<file path="config.mk">
export PLATFORM = sky130hd
export DESIGN_NAME = key_debounce
export DESIGN_NICKNAME = d
export VERILOG_FILES = /design/src/rtl/key_debounce.sv
export SDC_FILE = /design/constraint.sdc
export NUM_CORES = 1
export LEC_CHECK = 0
export CORE_MARGIN = 2
export CORE_UTILIZATION = 53
export DETAILED_ROUTE_END_ITERATION = 8
export GPL_TIMING_DRIVEN = 1
export PLACE_DENSITY_LB_ADDON = 0.1
export REMOVE_ABC_BUFFERS = 1
export SETUP_SLACK_MARGIN = 0.05
export SLEW_MARGIN = 20
export SYNTH_ARGS = -nofsm -noshare
export SYNTH_HDL_FRONTEND = slang
export SYNTH_SLANG_ARGS = --single-unit
export TNS_END_PERCENT = 10
</file>
<file path="constraint.sdc">
create_clock -name clk -period 1.8 [get_ports clk]
set_input_delay 0.36 -clock clk [delete_from_list [all_inputs] [get_ports clk]]
set_output_delay 0.36 -clock clk [all_outputs]
set_load 0.01 [all_outputs]
</file>
<file path="src/rtl/key_debounce.sv">
// Debounces 5 buttons + 16 switches (2-flop sync, shared tick, per-bit run counter); sticky flags need KEY_DEBOUNCE_STICKY_EN.
// Latency: 2 sync cycles + STABLE_N ticks to outputs, press pulse one cycle after btn_o rises; no backpressure.
module key_debounce #(
    parameter int TICK_DIV = 100000,
    parameter int STABLE_N = 8
) (
    input  logic        clk,
    input  logic        rstn,
    input  logic [4:0]  btn_i,
    input  logic [15:0] sw_i,
    input  logic [4:0]  clr_sticky_i,
    output logic [4:0]  btn_o,
    output logic [15:0] sw_o,
    output logic [4:0]  btn_press_o,
    output logic [4:0]  btn_sticky_o
);
    localparam int            NB        = 21;
    localparam int            PW        = $clog2(TICK_DIV);
    localparam logic [PW-1:0] TICK_LAST = PW'(TICK_DIV - 1);
    localparam logic [3:0]    CNT_LAST  = 4'(STABLE_N - 1);

    logic [NB-1:0] meta_q, meta_d;
    logic [NB-1:0] sync_q, sync_d;
    logic [PW-1:0] pre_q, pre_d;
    logic          tick;
    logic [3:0]    cnt_q [NB];
    logic [3:0]    cnt_d [NB];
    logic [NB-1:0] filt_q, filt_d;
    logic [4:0]    btn_prev_q, btn_prev_d;
    logic [4:0]    press_q, press_d;

    always_comb begin
        meta_d = {sw_i, btn_i};
        sync_d = meta_q;
        tick   = (pre_q == TICK_LAST);
        pre_d  = tick ? '0 : pre_q + PW'(1);
        filt_d = filt_q;
        for (int i = 0; i < NB; i++) begin
            cnt_d[i] = cnt_q[i];
            if (tick) begin
                // Any agreeing sample restarts the run, so glitches never accumulate.
                if (sync_q[i] != filt_q[i]) begin
                    if (cnt_q[i] == CNT_LAST) begin
                        filt_d[i] = sync_q[i];
                        cnt_d[i]  = '0;
                    end else begin
                        cnt_d[i] = cnt_q[i] + 4'd1;
                    end
                end else begin
                    cnt_d[i] = '0;
                end
            end
        end
        btn_prev_d = filt_q[4:0];
        press_d    = filt_q[4:0] & ~btn_prev_q;
    end

    always_ff @(posedge clk or negedge rstn) begin
        if (!rstn) begin
            meta_q     <= '0;
            sync_q     <= '0;
            pre_q      <= '0;
            filt_q     <= '0;
            btn_prev_q <= '0;
            press_q    <= '0;
            for (int i = 0; i < NB; i++) cnt_q[i] <= '0;
        end else begin
            meta_q     <= meta_d;
            sync_q     <= sync_d;
            pre_q      <= pre_d;
            filt_q     <= filt_d;
            btn_prev_q <= btn_prev_d;
            press_q    <= press_d;
            for (int i = 0; i < NB; i++) cnt_q[i] <= cnt_d[i];
        end
    end

    assign btn_o       = filt_q[4:0];
    assign sw_o        = filt_q[20:5];
    assign btn_press_o = press_q;

`ifdef KEY_DEBOUNCE_STICKY_EN
    logic [4:0] sticky_q, sticky_d;

    // A press in the same cycle as a clear keeps the flag set.
    always_comb sticky_d = press_q | (sticky_q & ~clr_sticky_i);

    always_ff @(posedge clk or negedge rstn) begin
        if (!rstn) sticky_q <= '0;
        else       sticky_q <= sticky_d;
    end

    assign btn_sticky_o = sticky_q;
`else
    logic unused_clr;
    assign unused_clr   = ^clr_sticky_i;
    assign btn_sticky_o = '0;
`endif

endmodule

</file>
# [After elaboration in Yosys (flattened, before gate mapping)]
# Index checks and enable logic that the tools add are counted.
[op_classes] add_sub_neg=22 eq_ne=43 muxes=43 n_bitwise=2 reduce_logical=21
[ops] operator="$mux 4" count=42
[ops] operator="$add 4x1->4 const B" count=21
[ops] operator="$eq 4x3->1 const B" count=21
[ops] operator="$reduce_and 3->1" count=21
[ops] operator="$ne 1x1->1" count=21
[ops] operator="$add 17x1->17 const B" count=1
[ops] operator="$eq 17x17->1 const B" count=1
[ops] operator="$mux 17" count=1
[ops] operator="$and 5x5->5" count=1
[ops] operator="$not 5->5" count=1
[totals] reg_bits=174 input_bits=28 out_inout_bits=31 word_cells=178

# [Longest topological paths before layout]
[logic_depth] depth_word=3 ltp_mapped=9 depth_no_buf=5

# [Least setup slack after synthesis]
# Ideal clock, no wire load.
[synth_path] path_kind="flip-flop to flip-flop" from="reg pre_q[0]" to="reg filt_q[10]" setup_time_ns=0.125 arrival_time_ns=1.750 t_required_ns=1.675 setup_slack_ns=-0.075 stages_incl_launch_ff=9 n_path_buf=3 period_less_slack_ns=1.875 path_cell_list="dfrtp_1 > ha_1 > and4_1 > buf_2 > and4_1 > buf_4 > buf_6 > nand2_2 > mux2_4"
[synth_between] elab_chain_len=2
[synth_rtl] item="start: declaration" line="24" source="logic [PW-1:0] pre_q, pre_d;"
[synth_rtl] item="start signal: assignment" line="70" source="pre_q <= pre_d;"
[synth_rtl] item="$eq 17x17->1" line="35" source="tick = (pre_q == TICK_LAST);"
[synth_rtl] item="$reduce_and 3->1 (no line)"
[synth_rtl] item="end signal: assignment" line="71" source="filt_q <= filt_d;"
[synth_rtl] item="end: declaration" line="28" source="logic [NB-1:0] filt_q, filt_d;"
# Every way passes these cells.
# A chain may end at the register's enable or synchronous reset.

# [Worst setup path in the final report]
[layout_path] from="reg pre_q[1]" to="reg filt_q[3]"
# Same word-level chain as after synthesis.

==> metrics.md <==
| Metric | Value |
|---|---|
| Outcome | `complete, but fails checks` |
| Failing checks | `setup timing` |
| Largest stage delay, worst path | `approximately 0.36 ns` |
| Post-Route WL | `15.37 mm` |
| CP required | `about 2.1 ns` |
| Fin worst setup slack | `-0.004978 ns` |
| Total number of vias | `~5600` |
| M2 GR Usage | `36.13%` |
| Post-synth cell types | `36` |
| Post-Syn Instances | `720` |
| P_leak | `4.693 nW` |
| RSZ-0062 raised after global routing | `true` |
| Initial antenna violation count | `0` |
| Fillers | `1082` |
| CP endpoint kind | `register` |
| DRT Pass-1 Iters | `5` |
| PortBufs | `48` |
| Iter 0 DRT Violations | `between 300 and 400` |
| Total track usage | `roughly a fifth` |
| Final nets | `around 860` |
| VDD IR max | `0.5749 mV` |
| CTS root buffer | `clkbuf_16` |
| Die Y | `between 100 and 150 um` |
| HPWL after detailed placement | `9.721 mm` |
| Met1 Use GR | `between 20% and 30%` |
| Seq/Total Area, Yosys | `56.43%` |
| Clk sinks | `174` |
| Pwr Density | `around 800 mW/mm^2` |
| Clk_skew | `~0.009 ns` |
| Worst-path clk slew | `0.07 ns` |
| Worst Hold Class | `reg2reg` |
| Largest net degree at the start of global routing | `43` |
| Synth area leader | `dfrtp_1` |
| Number of core rows | `44` |
| Final hold vios | `0` |
| F_max | `between 500 and 600 MHz` |
| Final Total Pwr | `roughly 0.008 W` |
| Max Cap Violations | `0` |
| Yosys reg bits | `roughly 170` |
| Post-layout util | `between 60% and 70%` |
| Share of layout cells above drive strength 1 | `about a fifth` |
| Top-count cell post-synth | `dfrtp_1` |
| Post-route DRC | `0` |
| Crit path arrival time | `around 2.1 ns` |
| First-pass GRT wire length | `~26 mm` |
| Ports | `slightly below 60` |
| Area delta synth->final | `23.03%` |
| Grt met3 use | `under 10%` |
| Async SR Flop Fraction | `100.0%` |
| Die Area | `between 0.015 and 0.02 sq mm` |
| Top cell type's share of synthesized area | `56.43%` |
| Final Wtd Congestion | `approximately 0.79` |
| Minimum clock period | `between 1.5 and 2 ns` |
| Slowest-stage cell, CP | `dfrtp_1` |
| CTS tree | `yes` |
| Grt ovf | `0` |
| Final setup fails | `1` |
| Post-synth EDFFs | `0` |
| WS Path Type | `reg2reg` |
| Cts bufs inserted | `17` |
| Synthesized area | `between 0.007 and 0.008 sq mm` |
| CTS max path bufs | `2` |
| Synth top area cells | `dfrtp_1, o21ai_0, nand2_1, mux2_4, ha_1` |
| Final hold slack | `0.3472 ns` |
| Vias in the first global route | `5823` |
| N_diodes | `0` |
| Max-slew violation count | `0` |
| Top_reg_cell synth | `dfrtp_1` |
| CP max FO | `22` |
| Synth warn | `0` |
| Top cells by count, synth | `dfrtp_1, nand2_1, o21ai_0` |
| Top Usage Layer GRT | `met2` |
| Startpoint Class | `register` |
| Final Cycle Share | `100.3%` |
| CP Cell Sequence | `ha_2 -> and4_4 -> and4_4 -> buf_12 -> nand2_2 -> mux2_4` |
| CTS HTree Levels | `4` |
| Initial Util | `between 50% and 60%` |
| Die width | `between 100 and 150 um` |
| Post-route ant nets | `0` |
| DR vias/cell | `roughly 5.6` |
| DR WL/cell | `approximately 15 um` |
| Clock Latency Late Sink | `roughly 0.43 ns` |
| Core area | `0.01437 sq mm` |
| Avg Inst Size Synth | `10.72 sq um` |
| CP dominant cell by count | `and4_4` |
[flip-flops by register name, indices dropped and copies added, names as in the netlist]
register / cells
sync_q: 21
btn_press_o: 5
cnt_q: 84
pre_q: 17
btn_prev_q: 5
filt_q: 21
meta_q: 21
[layer usage]
layer / share of wire, % / up-vias
met5: 0 / -
met4: 1.5 / 0
met3: 3.8 / 24
met2: 52 / 102
met1: 42 / 2825
li1: - / 2666
[placed cells by master (no fill, tap or decap), types with 3 or more instances in the layout]
cell type / netlist / layout
dfrtp_1: 174 / 170
nand2_1: 99 / 94
nor2_1: 70 / 70
o21ai_1: 10 / 43
o21ai_0: 76 / 39
xor2_1: 29 / 29
nand4_1: 28 / 28
nand3_1: 27 / 27
clkdlybuf4s50_1: 0 / 27
xnor2_1: 26 / 26
buf_4: 8 / 23
nand2b_1: 21 / 21
nand2_2: 28 / 21
a31oi_1: 21 / 21
mux2_4: 19 / 21
ha_1: 22 / 21
dlygate4sd2_1: 0 / 20
clkbuf_16: 0 / 17
o31ai_2: 0 / 15
nand2_4: 0 / 12
buf_12: 0 / 9
nor2b_1: 5 / 5
conb_1: 1 / 5
clkinv_2: 0 / 5
o31ai_1: 19 / 4
o21ai_2: 0 / 4
and3_1: 4 / 4
dfrtp_2: 0 / 4
inv_6: 0 / 3
[path summary, 6_finish.rpt]
check,from,endpoint,slack (ns),cells after the start
max,pre_q[1]$_DFF_PN0_,filt_q[3]$_DFFE_PN0P_,-0.005,6
min,meta_q[15]$_DFF_PN0_,sync_q[15]$_DFF_PN0_,0.35,0
max reg2reg,pre_q[1]$_DFF_PN0_,filt_q[3]$_DFFE_PN0P_,-0.005,6
min reg2reg,meta_q[15]$_DFF_PN0_,sync_q[15]$_DFF_PN0_,0.35,0
max in group asynchronous,rstn,cnt_q[64]$_DFFE_PN0N_,0.81,3
min in group asynchronous,rstn,sync_q[15]$_DFF_PN0_,0.42,2
[cell type report]
cell class              instances  area (sq um)  area share, %
flip-flops and latches        174          4359          45.92
clock inverters                13         136.4          1.437
well taps                     184         230.2          2.425
repair buffers                 85         904.6          9.529
inverters                       2         7.507        0.07908
multi-input cells             525          3412          35.94
clock buffers                  19         442.9          4.666
[worst max-delay path: cells and delay by family (launching register included)]
family,cells,cell delay (ns)
flip-flops,1,0.36
AND/OR/NAND/NOR,3,0.62
multiplexers,1,0.29
buffers and inverters,1,0.21
adder cells (fa/ha/maj),1,0.19
[timing repair]
item                                   4_1_cts  5_1_grt
hold buffers                                 1        0
buffers inserted                             2        6
setup endpoints to repair                   83       99
gates cloned                                 2        0
resized for setup                           51       60
endpoints found under the hold margin       36        0
pin swaps                                    7       13
[cells by family (layout without fill, tap and decap cells)]
family,Yosys count,count (layout),share of synthesized area (%)
xor gates and xnor gates,55,55,6.243
buffers and inverters,25,119,2.092
DFF,174,174,56.43
and+or+nand+nor,290,290,17.90
adders and majority gates,22,22,3.567
muxes,21,21,3.989
AOI/OAI and AO/OA,132,132,9.729
other,1,5,0.04860
[through the flow]
stage | instances | area, sq um | setup TNS (ns) | setup WS, ns
2_1_floorplan | 701 | 7577 | -141.76 | -1.428
3_3_place_gp | 959 | 8587 | 0 | 0.01510
3_5_place_dp | 959 | 8587 | -0.2670 | -0.05349
4_1_cts | 996 | 9353 | 0 | 0.004848
5_1_grt | 1002 | 9493 | -1.040 | -0.06145
6_report | 1002 | 9493 | -0.004978 | -0.004978
[power by group]
part	internal, W	switching, W	total, W
clock	0.00208	0.00152	0.00360
combinational	0.0000987	0.000131	0.000230
sequential	0.00396	0.0000344	0.00399
(Power assumes the default switching activity.)
